## src/rtl/final_w_pkg.sv

```systemverilog
// final_w_pkg: shared state encoding and frame timing constants
// for the final weight capture/sender pair.
package final_w_pkg;

  localparam int FRAME_LEN_DEF    = 1026;
  localparam int SAMPLE_CYCLE_DEF = 64;

  localparam logic [15:0] HDR_MAGIC = 16'hA5A5;

  typedef enum logic [1:0] {
    IDLE,
    SENDH,
    SEND0,
    SEND1
  } state_t;

endpackage

```

## src/rtl/final_w_if.sv

```systemverilog
// final_w_if: 32-bit valid/ready stream carrying final weights.
// master drives O_data/O_valid/O_last, slave drives I_ready.
interface final_w_if;

  logic [31:0] O_data;
  logic        O_valid;
  logic        I_ready;
  logic        O_last;

  modport master (
    output O_data,
    output O_valid,
    output O_last,
    input  I_ready
  );

  modport slave (
    input  O_data,
    input  O_valid,
    input  O_last,
    output I_ready
  );

endinterface

```

## src/rtl/frame_counter.sv

```systemverilog
// frame_counter: free-running counter 0..FRAME_LEN-1, shared with the
// capture stage so both see the same frame phase. Out: O_cnt.
module frame_counter
  import final_w_pkg::*;
#(
  parameter int FRAME_LEN = FRAME_LEN_DEF,
  parameter int CW        = $clog2(FRAME_LEN)
) (
  input  logic          I_sys_clk,
  input  logic          I_sys_rstn,
  output logic [CW-1:0] O_cnt
);

  localparam logic [CW-1:0] LAST = CW'(FRAME_LEN - 1);

  logic [CW-1:0] r_cnt;

  always_ff @(posedge I_sys_clk or negedge I_sys_rstn) begin
    if (!I_sys_rstn) begin
      r_cnt <= '0;
    end else if (r_cnt == LAST) begin
      r_cnt <= '0;
    end else begin
      r_cnt <= r_cnt + 1'b1;
    end
  end

  assign O_cnt = r_cnt;

endmodule

```

## src/rtl/final_w_sender.sv

```systemverilog
// final_w_sender: samples w_1_1/w_2_1 once per frame and streams them
// on m_if (master); O_overrun/O_drop_cnt flag dropped frames.
// Optional header word: define FINAL_W_SENDER_TAG_EN.
module final_w_sender
  import final_w_pkg::*;
#(
  parameter int FRAME_LEN    = FRAME_LEN_DEF,
  parameter int SAMPLE_CYCLE = SAMPLE_CYCLE_DEF,
  parameter int DROP_W       = 8
) (
  input  logic              I_sys_clk,
  input  logic              I_sys_rstn,
  input  logic [31:0]       I_w_1_1_final,
  input  logic [31:0]       I_w_2_1_final,
  final_w_if.master         m_if,
  output logic              O_overrun,
  output logic [DROP_W-1:0] O_drop_cnt
);

  localparam int CW = $clog2(FRAME_LEN);
  localparam logic [CW-1:0] SAMPLE_AT = CW'(SAMPLE_CYCLE);

  logic [CW-1:0]     w_cnt;
  logic              w_sample;
  logic              w_drop;
  logic              w_ready;

  state_t            r_state;
  logic [31:0]       r_buf0;
  logic [31:0]       r_buf1;
  logic [31:0]       r_data;
  logic              r_valid;
  logic              r_last;
  logic              r_overrun;
  logic [DROP_W-1:0] r_drop_cnt;
`ifdef FINAL_W_SENDER_TAG_EN
  logic [15:0]       r_tag;
`endif

  frame_counter #(
    .FRAME_LEN (FRAME_LEN),
    .CW        (CW)
  ) u_cnt (
    .I_sys_clk  (I_sys_clk),
    .I_sys_rstn (I_sys_rstn),
    .O_cnt      (w_cnt)
  );

  assign w_ready  = m_if.I_ready;
  assign w_sample = (w_cnt == SAMPLE_AT);
  // A send finishing on the sample edge still counts as busy.
  assign w_drop   = w_sample && (r_state != IDLE);

  always_ff @(posedge I_sys_clk or negedge I_sys_rstn) begin
    if (!I_sys_rstn) begin
      r_state    <= IDLE;
      r_buf0     <= '0;
      r_buf1     <= '0;
      r_data     <= '0;
      r_valid    <= 1'b0;
      r_last     <= 1'b0;
      r_overrun  <= 1'b0;
      r_drop_cnt <= '0;
`ifdef FINAL_W_SENDER_TAG_EN
      r_tag      <= '0;
`endif
    end else begin
      r_overrun <= w_drop;
      if (w_drop && (r_drop_cnt != '1)) begin
        r_drop_cnt <= r_drop_cnt + 1'b1;
      end
`ifdef FINAL_W_SENDER_TAG_EN
      if (w_sample) begin
        r_tag <= r_tag + 16'd1;
      end
`endif
      unique case (r_state)
        IDLE: begin
          if (w_sample) begin
            r_buf0  <= I_w_1_1_final;
            r_buf1  <= I_w_2_1_final;
            r_valid <= 1'b1;
            r_last  <= 1'b0;
`ifdef FINAL_W_SENDER_TAG_EN
            r_state <= SENDH;
            r_data  <= {HDR_MAGIC, r_tag};
`else
            r_state <= SEND0;
            r_data  <= I_w_1_1_final;
`endif
          end
        end
`ifdef FINAL_W_SENDER_TAG_EN
        SENDH: begin
          if (w_ready) begin
            r_state <= SEND0;
            r_data  <= r_buf0;
          end
        end
`endif
        SEND0: begin
          if (w_ready) begin
            r_state <= SEND1;
            r_data  <= r_buf1;
            r_last  <= 1'b1;
          end else begin
            r_data  <= r_buf0;
          end
        end
        SEND1: begin
          if (w_ready) begin
            r_state <= IDLE;
            r_data  <= '0;
            r_valid <= 1'b0;
            r_last  <= 1'b0;
          end
        end
        default: begin
          r_state <= IDLE;
          r_data  <= '0;
          r_valid <= 1'b0;
          r_last  <= 1'b0;
        end
      endcase
    end
  end

  assign m_if.O_data  = r_data;
  assign m_if.O_valid = r_valid;
  assign m_if.O_last  = r_last;
  assign O_overrun    = r_overrun;
  assign O_drop_cnt   = r_drop_cnt;

endmodule
```

## src/flat_wrapper.sv

```systemverilog
// flat-port wrapper written by rule: the top's interface ports become plain ports
module final_w_sender_flat import final_w_pkg::*;
#(
  parameter int FRAME_LEN    = FRAME_LEN_DEF,
  parameter int SAMPLE_CYCLE = SAMPLE_CYCLE_DEF,
  parameter int DROP_W       = 8
)
  (I_sys_clk, I_sys_rstn, I_w_1_1_final, I_w_2_1_final, O_overrun, O_drop_cnt, m_if_O_data, m_if_O_valid, m_if_O_last, m_if_I_ready);
  final_w_if m_if_i ();
  input  logic I_sys_clk;
  input  logic I_sys_rstn;
  input  logic [31:0] I_w_1_1_final;
  input  logic [31:0] I_w_2_1_final;
  output logic O_overrun;
  output logic [DROP_W-1:0] O_drop_cnt;
  output wire logic [$bits(m_if_i.O_data)-1:0] m_if_O_data;
  output wire logic [$bits(m_if_i.O_valid)-1:0] m_if_O_valid;
  output wire logic [$bits(m_if_i.O_last)-1:0] m_if_O_last;
  input wire logic [$bits(m_if_i.I_ready)-1:0] m_if_I_ready;
  assign m_if_O_data = m_if_i.O_data;
  assign m_if_O_valid = m_if_i.O_valid;
  assign m_if_O_last = m_if_i.O_last;
  assign m_if_i.I_ready = m_if_I_ready;
  final_w_sender #(.FRAME_LEN(FRAME_LEN), .SAMPLE_CYCLE(SAMPLE_CYCLE), .DROP_W(DROP_W)) u_core (.I_sys_clk(I_sys_clk), .I_sys_rstn(I_sys_rstn), .I_w_1_1_final(I_w_1_1_final), .I_w_2_1_final(I_w_2_1_final), .m_if(m_if_i), .O_overrun(O_overrun), .O_drop_cnt(O_drop_cnt));
endmodule
```

## config.mk

```make
export PLATFORM = sky130hd
export DESIGN_NAME = final_w_sender_flat
export DESIGN_NICKNAME = d
export VERILOG_FILES = /design/src/rtl/final_w_pkg.sv /design/src/rtl/final_w_if.sv /design/src/rtl/frame_counter.sv /design/src/rtl/final_w_sender.sv /design/src/flat_wrapper.sv
export SDC_FILE = /design/constraint.sdc
export NUM_CORES = 1
export LEC_CHECK = 0
export CAP_MARGIN = 30
export CORE_AREA = 4 4 129 131
export DETAILED_ROUTE_END_ITERATION = 10
export DIE_AREA = 0 0 133 135
export PLACE_DENSITY = 0.59
export SETUP_SLACK_MARGIN = 0.05
export SLEW_MARGIN = 20
export SYNTH_ARGS = -nofsm -noshare
export SYNTH_HDL_FRONTEND = slang
export SYNTH_SLANG_ARGS = --single-unit
```

## constraint.sdc

```tcl
create_clock -name I_sys_clk -period 2.2 [get_ports I_sys_clk]
set_input_delay 0.44 -clock I_sys_clk [delete_from_list [all_inputs] [get_ports I_sys_clk]]
set_output_delay 0.44 -clock I_sys_clk [all_outputs]
set_load 0.05 [all_outputs]
```

==> results.toml, run 1 <==
[global_routing]
antenna_found_initial = 1
grt_max_degree = 51
globalRouteOverflowTotal = 0
vias_in_the_first_global_route = 4107
grt_first_pass_wirelength_um = 20900
grtUsageTotal_pct = 14.8

[clock_network]
clk_pin_slew_ns = 0.05
clock_latency_ns = 0.41
numClockSinks = 119
cts_max_path_buffers = 2
cts_htree_levels = 4
tritoncts = "built"
cts_inserted_buffers = 17
clk_root_buffer_cell = "clkbuf_16"

[setup_path]
cp_top_family = "simple AND/OR/NAND/NOR gates"
worst_ep_required_time_ns = 2.49
worstPathMaxFanout = 12
crit_path_max_incr_delay_ns = 0.44
crit_chain = "nor4_4 -> nand4_1 -> buf_4 -> nor3_4 -> buf_4 -> buf_8 -> mux2_2"
crit_path_start_kind = "flop"
critical_path_at_ns = 2.40
timing.critical_path.depth = 7
endpoint_kind = "flop"
cpMaxStageDelayCell = "dfrtp_2"
cp_num_buf_inv = 3
r2r.worst_path.cells = 7
criticalPathCategory = "flop to flop"
cp_common_cell = "buf_4"

[synth]
ys_seq_elements = 119
synth.avg_cell_area_um2 = 13.1
mappedNetlistNets = 483
syn_area_mm2 = 0.00538
yosysWarnings = 0
yosysSeqAreaShare_pct = 55.4
syn-instance-count = 412
yosys.cell_types.count = 32

[layout]
stdcell_area_mm2 = 0.00751
postLayoutCoreUtil_pct = 48.1
nNetsFinal = 603
diodes = 0
drive_above_1_share_pct = 25.0
flow.area_growth_from_synthesis_pct = 39.6
fillCellCount = 1419

[pwr]
power_density_mw_per_mm2 = 1110
vdd_ir_drop_max_mv = 0.582
leakagePower_uw = 0.00343

[sta]
timing.final.hold_violations = 0
worst_clock_skew_ns = 0.00674
post_layout_worst_setup_margin_ns = 0.0910
setup_total_negative_slack_ns = 0
setup_viol = 0
timing_worst_slew_pin_value_ns = 0.516
post-route-min-period_ns = 2.11
rsz_0062_raised_after_global_routing = "true"
final_min_period_over_clock_period_pct = 95.9
timing.slew.headroom_pct = 65.5
timing.fmax_ghz = 0.474
maxSlewViolCount = 0

[floorplan]
die_h_um = 135
chipWidth_um = 133
floorplan.rows = 46
die_area_mm2 = 0.0180
design.core.area_mm2 = 0.0156
io_pins = 110
floorplan.initialDensity_pct = 34.5

[status]
status = "complete, no violations"

[detailed_routing]
route.final.wire_length_um = 13000
route.detailed.vias_per_inst = 4.87
post_detailed_route_drc_marker_count = 0
ant_nets = 0
initialDrtViolationCount = 159
firstDrtPassIters = 4
final_routed_wire_length_divided_by_cell_count_um = 17.1
via_count = 3706

[placed_design]
gp_routability_congestion = 0.800
post-dp-hpwl_um = 8460
place.port_buffers = 109
placedInstanceArea_mm2 = 0.00677
dpl_worst_slack_ns = 0.129

[job]
maxCapViolCount = 0

[worst_hold_path]
hold_path.class = "flop to flop"
min_path_cells = 1
[worst reg2reg max path, cell delays in order (launching register included)]
cell,delay (ns)
dfrtp_2,0.44
nor4_4,0.29
nand4_1,0.16
buf_4,0.18
nor3_4,0.19
buf_4,0.19
buf_8,0.18
mux2_2,0.35
[power breakdown]
part | switching (uW) | internal, uW
combinational | 1550 | 1010
clock | 967 | 2070
sequential | 214 | 2470
total | 2740 | 5560
[cell usage after synthesis]
library cell / number / area share [%]
dfrtp_1: 119 / 55
mux2_2: 78 / 16
nor2_1: 40 / 2.8
mux2i_1: 32 / 6.0
a211oi_1: 29 / 4.0
mux2_1: 17 / 3.6
buf_2: 10 / 0.93
xor2_1: 10 / 1.6
clkbuf_1: 9 / 0.63
nand3_1: 9 / 0.84
nand2_1: 8 / 0.56
xnor2_1: 6 / 0.98
nor3_1: 5 / 0.47
ha_1: 4 / 0.93
nor4_1: 4 / 0.47
a221o_1: 3 / 0.56
buf_6: 3 / 0.63
inv_1: 3 / 0.21
nand4_1: 3 / 0.35
nor2b_1: 3 / 0.35
and3_1: 2 / 0.23
buf_1: 2 / 0.14
buf_4: 2 / 0.28
nor4b_1: 2 / 0.33
o21ai_0: 2 / 0.19
a22o_1: 1 / 0.16
a22oi_1: 1 / 0.14
and2_1: 1 / 0.12
nand2b_1: 1 / 0.12
nor3_2: 1 / 0.19
nor4_4: 1 / 0.40
o211ai_1: 1 / 0.14
[layout by cell type (no fill, tap or decap), drive strengths merged, types with 2 or more instances in the layout]
| master | count |
|---|---|
| a211oi | 29 |
| xnor2 | 6 |
| and3 | 2 |
| o21ai | 2 |
| buf | 19 |
| nor4b | 2 |
| nor4 | 5 |
| nand2 | 8 |
| inv | 3 |
| nor3 | 6 |
| nor2 | 40 |
| ha | 4 |
| clkbuf | 26 |
| bufinv | 4 |
| nor2b | 3 |
| mux2 | 95 |
| xor2 | 10 |
| dlygate4sd2 | 2 |
| nand4 | 3 |
| mux2i | 32 |
| nand3 | 9 |
| clkdlybuf4s50 | 103 |
| clkinv | 2 |
| a221o | 3 |
| dfrtp | 119 |
[state kept, by name, summed over array words and instances (netlist names)]
register,cells
u_core.m_if.O_data,32
u_core.O_drop_cnt,8
u_core.r_buf0,32
u_core.O_overrun,1
u_core.r_buf1,32
u_core.u_cnt.O_cnt,11
u_core.m_if.O_valid,1
u_core.r_state,2
[per-stage QoR]
| stage | total power [uW] | std cells | hold slack (ns) |
|---|---|---|---|
| floorplan | 4310 | 412 | 0.144 |
| CTS | 8390 | 756 | 0.489 |
| detailed placement | 5310 | 723 | 0.445 |
| finish | 8300 | 761 | 0.489 |
| global placement | 5290 | 723 | 0.442 |
| global route | 8620 | 761 | 0.508 |
[cells by family after synthesis]
kind of cell | after synthesis | synth area share, %
mux | 127 | 25.8
flops | 119 | 55.4
simple gates | 80 | 7.19
compound gates | 37 | 5.24
buf+inv | 29 | 2.82
xor+xnor | 16 | 2.61
fa+ha+maj | 4 | 0.931
[layer usage]
layer | routed length (um) | GRT usage, %
met1 | 5990 | 18.8
met2 | 6160 | 23.9
met3 | 557 | 3.95
met4 | 323 | 6.70
met5 | 13 | 0
[path summary, 6_finish.rpt]
kind / start / to / slack (ns)
min in group asynchronous: I_sys_rstn / u_core.m_if.O_data[24] / 0.55
setup reg to reg: u_core.u_cnt.O_cnt[3] / u_core.r_buf0[31] / 0.09
setup / recovery: u_core.u_cnt.O_cnt[3] / u_core.r_buf0[31] / 0.09
hold reg to reg: u_core.r_buf1[22] / u_core.r_buf1[22] / 0.49
max in group asynchronous: I_sys_rstn / u_core.r_state[1] / 1.00
hold / removal: u_core.r_buf1[22] / u_core.r_buf1[22] / 0.49
[cell type report]
class	count	area, um2	area share, %
clock buffers	25	515	6.87
clock inverters	7	138	1.83
inverters	3	11.3	0.150
multi-input cells	264	2270	30.3
flip-flops and latches	119	2980	39.7
well taps	216	270	3.60
repair buffers	127	1320	17.6
[repair_timing]
item,CTS,global route
gates resized for setup,2,5
setup endpoints to repair,2,34
buffers inserted,0,3
hold endpoints to repair,2,0
cloned,0,2
hold buffers,1,0
No activity file was read; power rests on OpenSTA's default activity.
==> run 2, diff against run 1 <==
--- a/config.mk
+++ b/config.mk
@@ -9,7 +9,9 @@
 export CORE_AREA = 4 4 129 131
 export DETAILED_ROUTE_END_ITERATION = 10
 export DIE_AREA = 0 0 133 135
+export GPL_TIMING_DRIVEN = 0
 export PLACE_DENSITY = 0.59
+export REMOVE_ABC_BUFFERS = 1
 export SETUP_SLACK_MARGIN = 0.05
 export SLEW_MARGIN = 20
 export SYNTH_ARGS = -nofsm -noshare
==> run 2 against run 1 <==
Compared with the run above:
- the run now ends with negative hold slack left
- combinational power grew 7%
- sequential share of layout area shrank 0.37 points
- die area is the same
- utilization grew 0.53 points
- global-route usage grew 0.60 points
- clock skew grew 0.0012 ns
- critical path depth is the same
- worst setup slack gained 0.0093 ns
- via count grew 2.7%
- flip-flop and latch count is the same
- first-iteration DRC count grew 8.8%
- critical path type unchanged
- critical endpoint is now u_core.m_if.O_data[2]
- largest power group is now combinational cells
- highest routed layer is now met4
==> results.toml, run 2 (synthesis gave the netlist of run 1 again) <==
[floorplan]
chipWidth_um = 133
die_h_um = 135
die_area_mm2 = 0.0180
floorplan.rows = 46
design.core.area_mm2 = 0.0156
io_pins = 110
floorplan.initialDensity_pct = 34.5

[sta]
timing.slew.headroom_pct = 54.0
worst_clock_skew_ns = 0.00790
maxSlewViolCount = 0
hold_ws_ns = -0.00238
post-route-min-period_ns = 2.10
final_min_period_over_clock_period_pct = 95.4
timing.fmax_ghz = 0.476
timing.final.hold_violations = 1
rsz_0062_raised_after_global_routing = "true"
setup_viol = 0
timing_worst_slew_pin_value_ns = 0.690

[setup_path]
regToRegStartpoint = "u_core.u_cnt.O_cnt[9]"
r2r.worst_path.cells = 7
endpoint_kind = "flop"
worst-r2r-setup-slack_ns = 0.10
crit-reg2reg-capture = "u_core.m_if.O_data[2]"
worst_ep_required_time_ns = 2.49
worstPathMaxFanout = 6
critical_path_at_ns = 2.39
crit_path_start_kind = "flop"
criticalPathCategory = "flop to flop"

[global_routing]
globalRouteOverflowTotal = 0
vias_in_the_first_global_route = 4122
grt_max_degree = 62
grt_first_pass_wirelength_um = 21700
grtUsageTotal_pct = 15.4
antenna_found_initial = 0

[worst_hold_path]
hold_path.class = "input pin to async pin"

[detailed_routing]
route.detailed.vias_per_inst = 4.92
route.final.wire_length_um = 13400
initialDrtViolationCount = 173
final_routed_wire_length_divided_by_cell_count_um = 17.3
post_detailed_route_drc_marker_count = 0
firstDrtPassIters = 5
via_count = 3807
ant_nets = 0

[placed_design]
gp_routability_congestion = 0.723
dp_cells = 720
placedInstanceArea_mm2 = 0.00676
place.port_buffers = 109
post-dp-hpwl_um = 8230

[clock_network]
cts_inserted_buffers = 17
cts_max_path_buffers = 2
tritoncts = "built"
clock_latency_ns = 0.41
numClockSinks = 119
clk_root_buffer_cell = "clkbuf_16"
clk_pin_slew_ns = 0.05
cts_htree_levels = 4
postCtsHoldBufs = 0

[pwr]
share_comb_of_total_power_pct = 34.2
leakagePower_uw = 0.00348
vdd_ir_drop_max_mv = 0.636
total_switching_power_uw = 2740
power_density_mw_per_mm2 = 1060
power.share.switching_pct = 34.2
sequentialPowerShare_pct = 33.4
intPower_uw = 5280
power.share.clock_pct = 32.3

[layout]
flow.area_growth_from_synthesis_pct = 41.1
nNetsFinal = 616
fin_cells = 773
stdcell_area_mm2 = 0.00759
final_cell_mix = "dfrtp_1 (116), clkdlybuf4s50_1 (103), mux2_2 (78)"
diodes = 0
final_common_cell = "dfrtp_1"
fillCellCount = 1404
drive_above_1_share_pct = 25.9

[status]
failing_checks = "negative hold slack"
status = "complete, but fails checks"

[job]
maxCapViolCount = 0
run 2: cell types whose count changed in the layout (fill, tap and decap cells not counted), sizes merged:
cell | previous run | this run
dlygate4sd3 | 1 | 0
bufinv | 4 | 1
clkinvlp | 1 | 0
buf | 19 | 32
clkbuf | 26 | 29
clkdlybuf4s15 | 0 | 1
run 2: worst max-delay path, stage by stage, from the launching register on:
cell and delay, ns:
dfrtp_1 0.43, nor4_4 0.30, nand4_1 0.16, buf_6 0.16
a22oi_2 0.28, buf_6 0.19, buf_8 0.13, mux2_2 0.33
run 2: metal layers:
metal | global-route usage, % | share of wire [%]
met5 | 0 | 0
met4 | 5.14 | 1.7
met3 | 4.88 | 4.9
met2 | 24.7 | 48
met1 | 19.9 | 45
run 2: final cells by class:
| type | count | area, um2 | share of cell area [%] |
|---|---|---|---|
| Clock buffer | 28 | 507 | 6.68 |
| Clock inverter | 3 | 40.0 | 0.528 |
| Inverter | 3 | 11.3 | 0.148 |
| Multi-Input combinational cell | 264 | 2270 | 29.9 |
| Sequential cell | 119 | 2990 | 39.4 |
| Tap cell | 216 | 270 | 3.56 |
| Timing Repair Buffer | 140 | 1510 | 19.9 |
run 2: repair_timing:
action,4_1_cts,5_1_grt
setup buffers,13,9
pin swaps,3,3
gates cloned,0,1
setup endpoints to repair,102,64
gates resized for setup,7,11
run 2: worst max path at each step:
stage	slack [ns]	start	cells after the start	to
6_report	0.10	u_core.u_cnt.O_cnt[9]	7	u_core.m_if.O_data[2]
5_1_grt	0.03	u_core.u_cnt.O_cnt[9]	7	u_core.m_if.O_data[6]
4_1_cts	0.03	u_core.r_state[1]	5	u_core.m_if.O_data[7]
3_5_place_dp	-0.82	u_core.u_cnt.O_cnt[3]	6	u_core.m_if.O_data[2]
3_3_place_gp	-4.27	m_if_I_ready	4	u_core.m_if.O_data[3]
2_1_floorplan	-2.12	u_core.r_state[1]	2	u_core.r_buf0[0]
run 2: power by group through the flow:
stage,clock network [uW],logic [uW],registers (uW)
detailed placement,0,2520,2770
floorplan,0,590,3670
finish,2590,2750,2680
CTS,2670,2700,2680
global placement,0,2450,2780
global route,2790,2880,2720
run 2: per-stage QoR:
step | setup TNS [ns] | util [%] | total power [uW] | hold WS [ns] | setup WS (ns)
finish | 0 | 48.7 | 8020 | -0.00238 | 0.100
global route | 0 | 48.7 | 8390 | 0.0312 | 0.0304
CTS | 0 | 47.7 | 8050 | 0.0166 | 0.0280
detailed placement | -60.12 | 43.4 | 5290 | 0.453 | -0.823
global placement | -900.62 | 42.3 | 5230 | 0.468 | -4.27
floorplan | -189.16 | - | 4260 | 0.144 | -2.12
==> run 3, diff against run 2 <==
--- a/config.mk
+++ b/config.mk
@@ -6,9 +6,10 @@
 export NUM_CORES = 1
 export LEC_CHECK = 0
 export CAP_MARGIN = 30
-export CORE_AREA = 4 4 129 131
+export CORE_AREA = 2 2 127 129
+export CTS_CLUSTER_DIAMETER = 150
 export DETAILED_ROUTE_END_ITERATION = 10
-export DIE_AREA = 0 0 133 135
+export DIE_AREA = 0 0 129 131
 export GPL_TIMING_DRIVEN = 0
 export PLACE_DENSITY = 0.59
 export REMOVE_ABC_BUFFERS = 1
==> run 3 against run 2 <==
Compared with the run above:
- the flow now finishes without violations
- routed wire length fell by 8.6%
- global-route usage fell by 0.17 points
- first-iteration DRC count fell by 28%
- sequential power barely moved
- combinational power fell by 5%
- maximum frequency rose by 1.8%
- worst hold slack improved by 0.49 ns
- flip-flop and latch count did not move
- sequential share of layout area rose by 0.27 points
- critical endpoint is now O_drop_cnt[5]
- largest power group is now sequential cells
==> results.toml, run 3 (synthesis gave the netlist of run 1 again) <==
[layout]
diodes = 0
fin_cells = 772
stdcell_area_mm2 = 0.00754
fillCellCount = 1409
flow.area_growth_from_synthesis_pct = 40.1
drive_above_1_share_pct = 26.1
nNetsFinal = 618
final_common_cell = "dfrtp_1"
final_cell_mix = "dfrtp_1 (116), clkdlybuf4s50_1 (102), mux2_2 (78)"
seqCellArea_mm2 = 0.00299
multi_input_gate_area_in_the_final_layout_mm2 = 0.00226

[global_routing]
vias_in_the_first_global_route = 3923
globalRouteOverflowTotal = 0
grt_max_degree = 80
grt_first_pass_wirelength_um = 19800
antenna_found_initial = 0
grtUsageTotal_pct = 15.3

[placed_design]
placedInstanceArea_mm2 = 0.00676
dpl_worst_slack_ns = -0.722
post-dp-hpwl_um = 7600
gp_routability_congestion = 0.754
place.port_buffers = 109
dp_cells = 720

[setup_path]
endpoint_kind = "primary output"
crit_path_start_kind = "flop"
criticalPathCategory = "flop to primary output"
crit_path_max_incr_delay_ns = 0.82
crit-reg2reg-capture = "u_core.m_if.O_data[7]"
critical_path_at_ns = 1.62
r2r.worst_path.cells = 6
worstPathMaxFanout = 4
cp_num_buf_inv = 1
crit_chain = "clkdlybuf4s50_1"
cpMaxStageDelayCell = "clkdlybuf4s50_1"
worst_ep_required_time_ns = 1.76
worst-r2r-setup-slack_ns = 0.15
cp_top_family = "buffers and inverters"
regToRegStartpoint = "u_core.r_state[0]"

[detailed_routing]
initialDrtViolationCount = 125
post_detailed_route_drc_marker_count = 0
ant_nets = 0
via_count = 3715
firstDrtPassIters = 4
route.detailed.vias_per_inst = 4.81
final_routed_wire_length_divided_by_cell_count_um = 15.9
route.final.wire_length_um = 12200

[worst_hold_path]
holdPathEnd = "u_core.r_buf1[24]"
hold_path.class = "flop to flop"
min_path_cells = 1
hold_start = "u_core.r_buf1[24]"

[sta]
timing.slew.headroom_pct = 54.7
hold_ws_ns = 0.484
rsz_0062_raised_after_global_routing = "false"
final_min_period_over_clock_period_pct = 93.8
post-route-min-period_ns = 2.06
timing_worst_slew_pin_value_ns = 0.679
worst_clock_skew_ns = 0.0106
post_layout_worst_setup_margin_ns = 0.137
maxSlewViolCount = 0
timing.final.hold_violations = 0
setup_viol = 0
timing.fmax_ghz = 0.485

[pwr]
vdd_ir_drop_max_mv = 0.652
leakagePower_uw = 0.00350
total_power_uw = 7870
power_density_mw_per_mm2 = 1040

[floorplan]
die_h_um = 131
chipWidth_um = 129
die_area_mm2 = 0.0169
io_pins = 110
design.core.area_mm2 = 0.0156
floorplan.rows = 46
floorplan.initialDensity_pct = 34.5

[clock_network]
cts_inserted_buffers = 17
tritoncts = "built"
clk_root_buffer_cell = "clkbuf_16"
cts_htree_levels = 4
clock_latency_ns = 0.40
numClockSinks = 119
clk_pin_slew_ns = 0.05
cts_max_path_buffers = 2

[job]
maxCapViolCount = 0

[status]
status = "complete, no violations"
## run 3: area by class of cell
class / count / share of cell area (%)
clock buffers: 24 / 6.66
multi-input cells: 264 / 30.0
clock inverters: 4 / 0.598
flip-flops and latches: 119 / 39.6
inverters: 3 / 0.149
well taps: 216 / 3.59
repair buffers: 142 / 19.4
## run 3: worst max-delay path by stage
stage / cells past startpoint / end / start
6_report: 1 / O_drop_cnt[5] / u_core.O_drop_cnt[5]
5_1_grt: 7 / u_core.r_buf1[25] / u_core.u_cnt.O_cnt[9]
4_1_cts: 1 / O_drop_cnt[4] / u_core.O_drop_cnt[4]
3_5_place_dp: 6 / u_core.r_buf0[0] / u_core.u_cnt.O_cnt[3]
3_3_place_gp: 4 / u_core.m_if.O_data[2] / m_if_I_ready
2_1_floorplan: 2 / u_core.r_buf0[0] / u_core.r_state[1]
## run 3: per-stage QoR
step / util [%] / setup TNS, ns
after floorplan: - / -189.16
after global placement: 42.3 / -891.55
after detailed placement: 43.3 / -49.92
after CTS: 47.3 / 0
after global routing: 48.3 / 0
final: 48.3 / 0
## run 3: layer usage
| layer | vias to the layer above | GRT usage, % | wire length, um | part of all wire (%) |
|---|---|---|---|---|
| li1 | 1754 | - | - | - |
| met1 | 1880 | 18.8 | 5390 | 44 |
| met2 | 75 | 25.4 | 6120 | 50 |
| met3 | 6 | 5.01 | 604 | 4.9 |
| met4 | 0 | 5.12 | 121 | 0.99 |
| met5 | - | 0 | 0 | 0 |
## run 3: timing repair
action                                 in CTS  in global routing
setup endpoints to repair                 101                 66
pin swaps                                   3                  2
endpoints found under the hold margin      40                  0
gates cloned                                0                  1
gates resized for setup                     3                  7
hold buffers                                1                  0
setup buffers                               8                 14
## run 3: power breakdown
part | switching [uW] | internal [uW]
Combinational | 1540 | 1070
Clock | 882 | 1670
Sequential | 224 | 2480
Total | 2640 | 5220
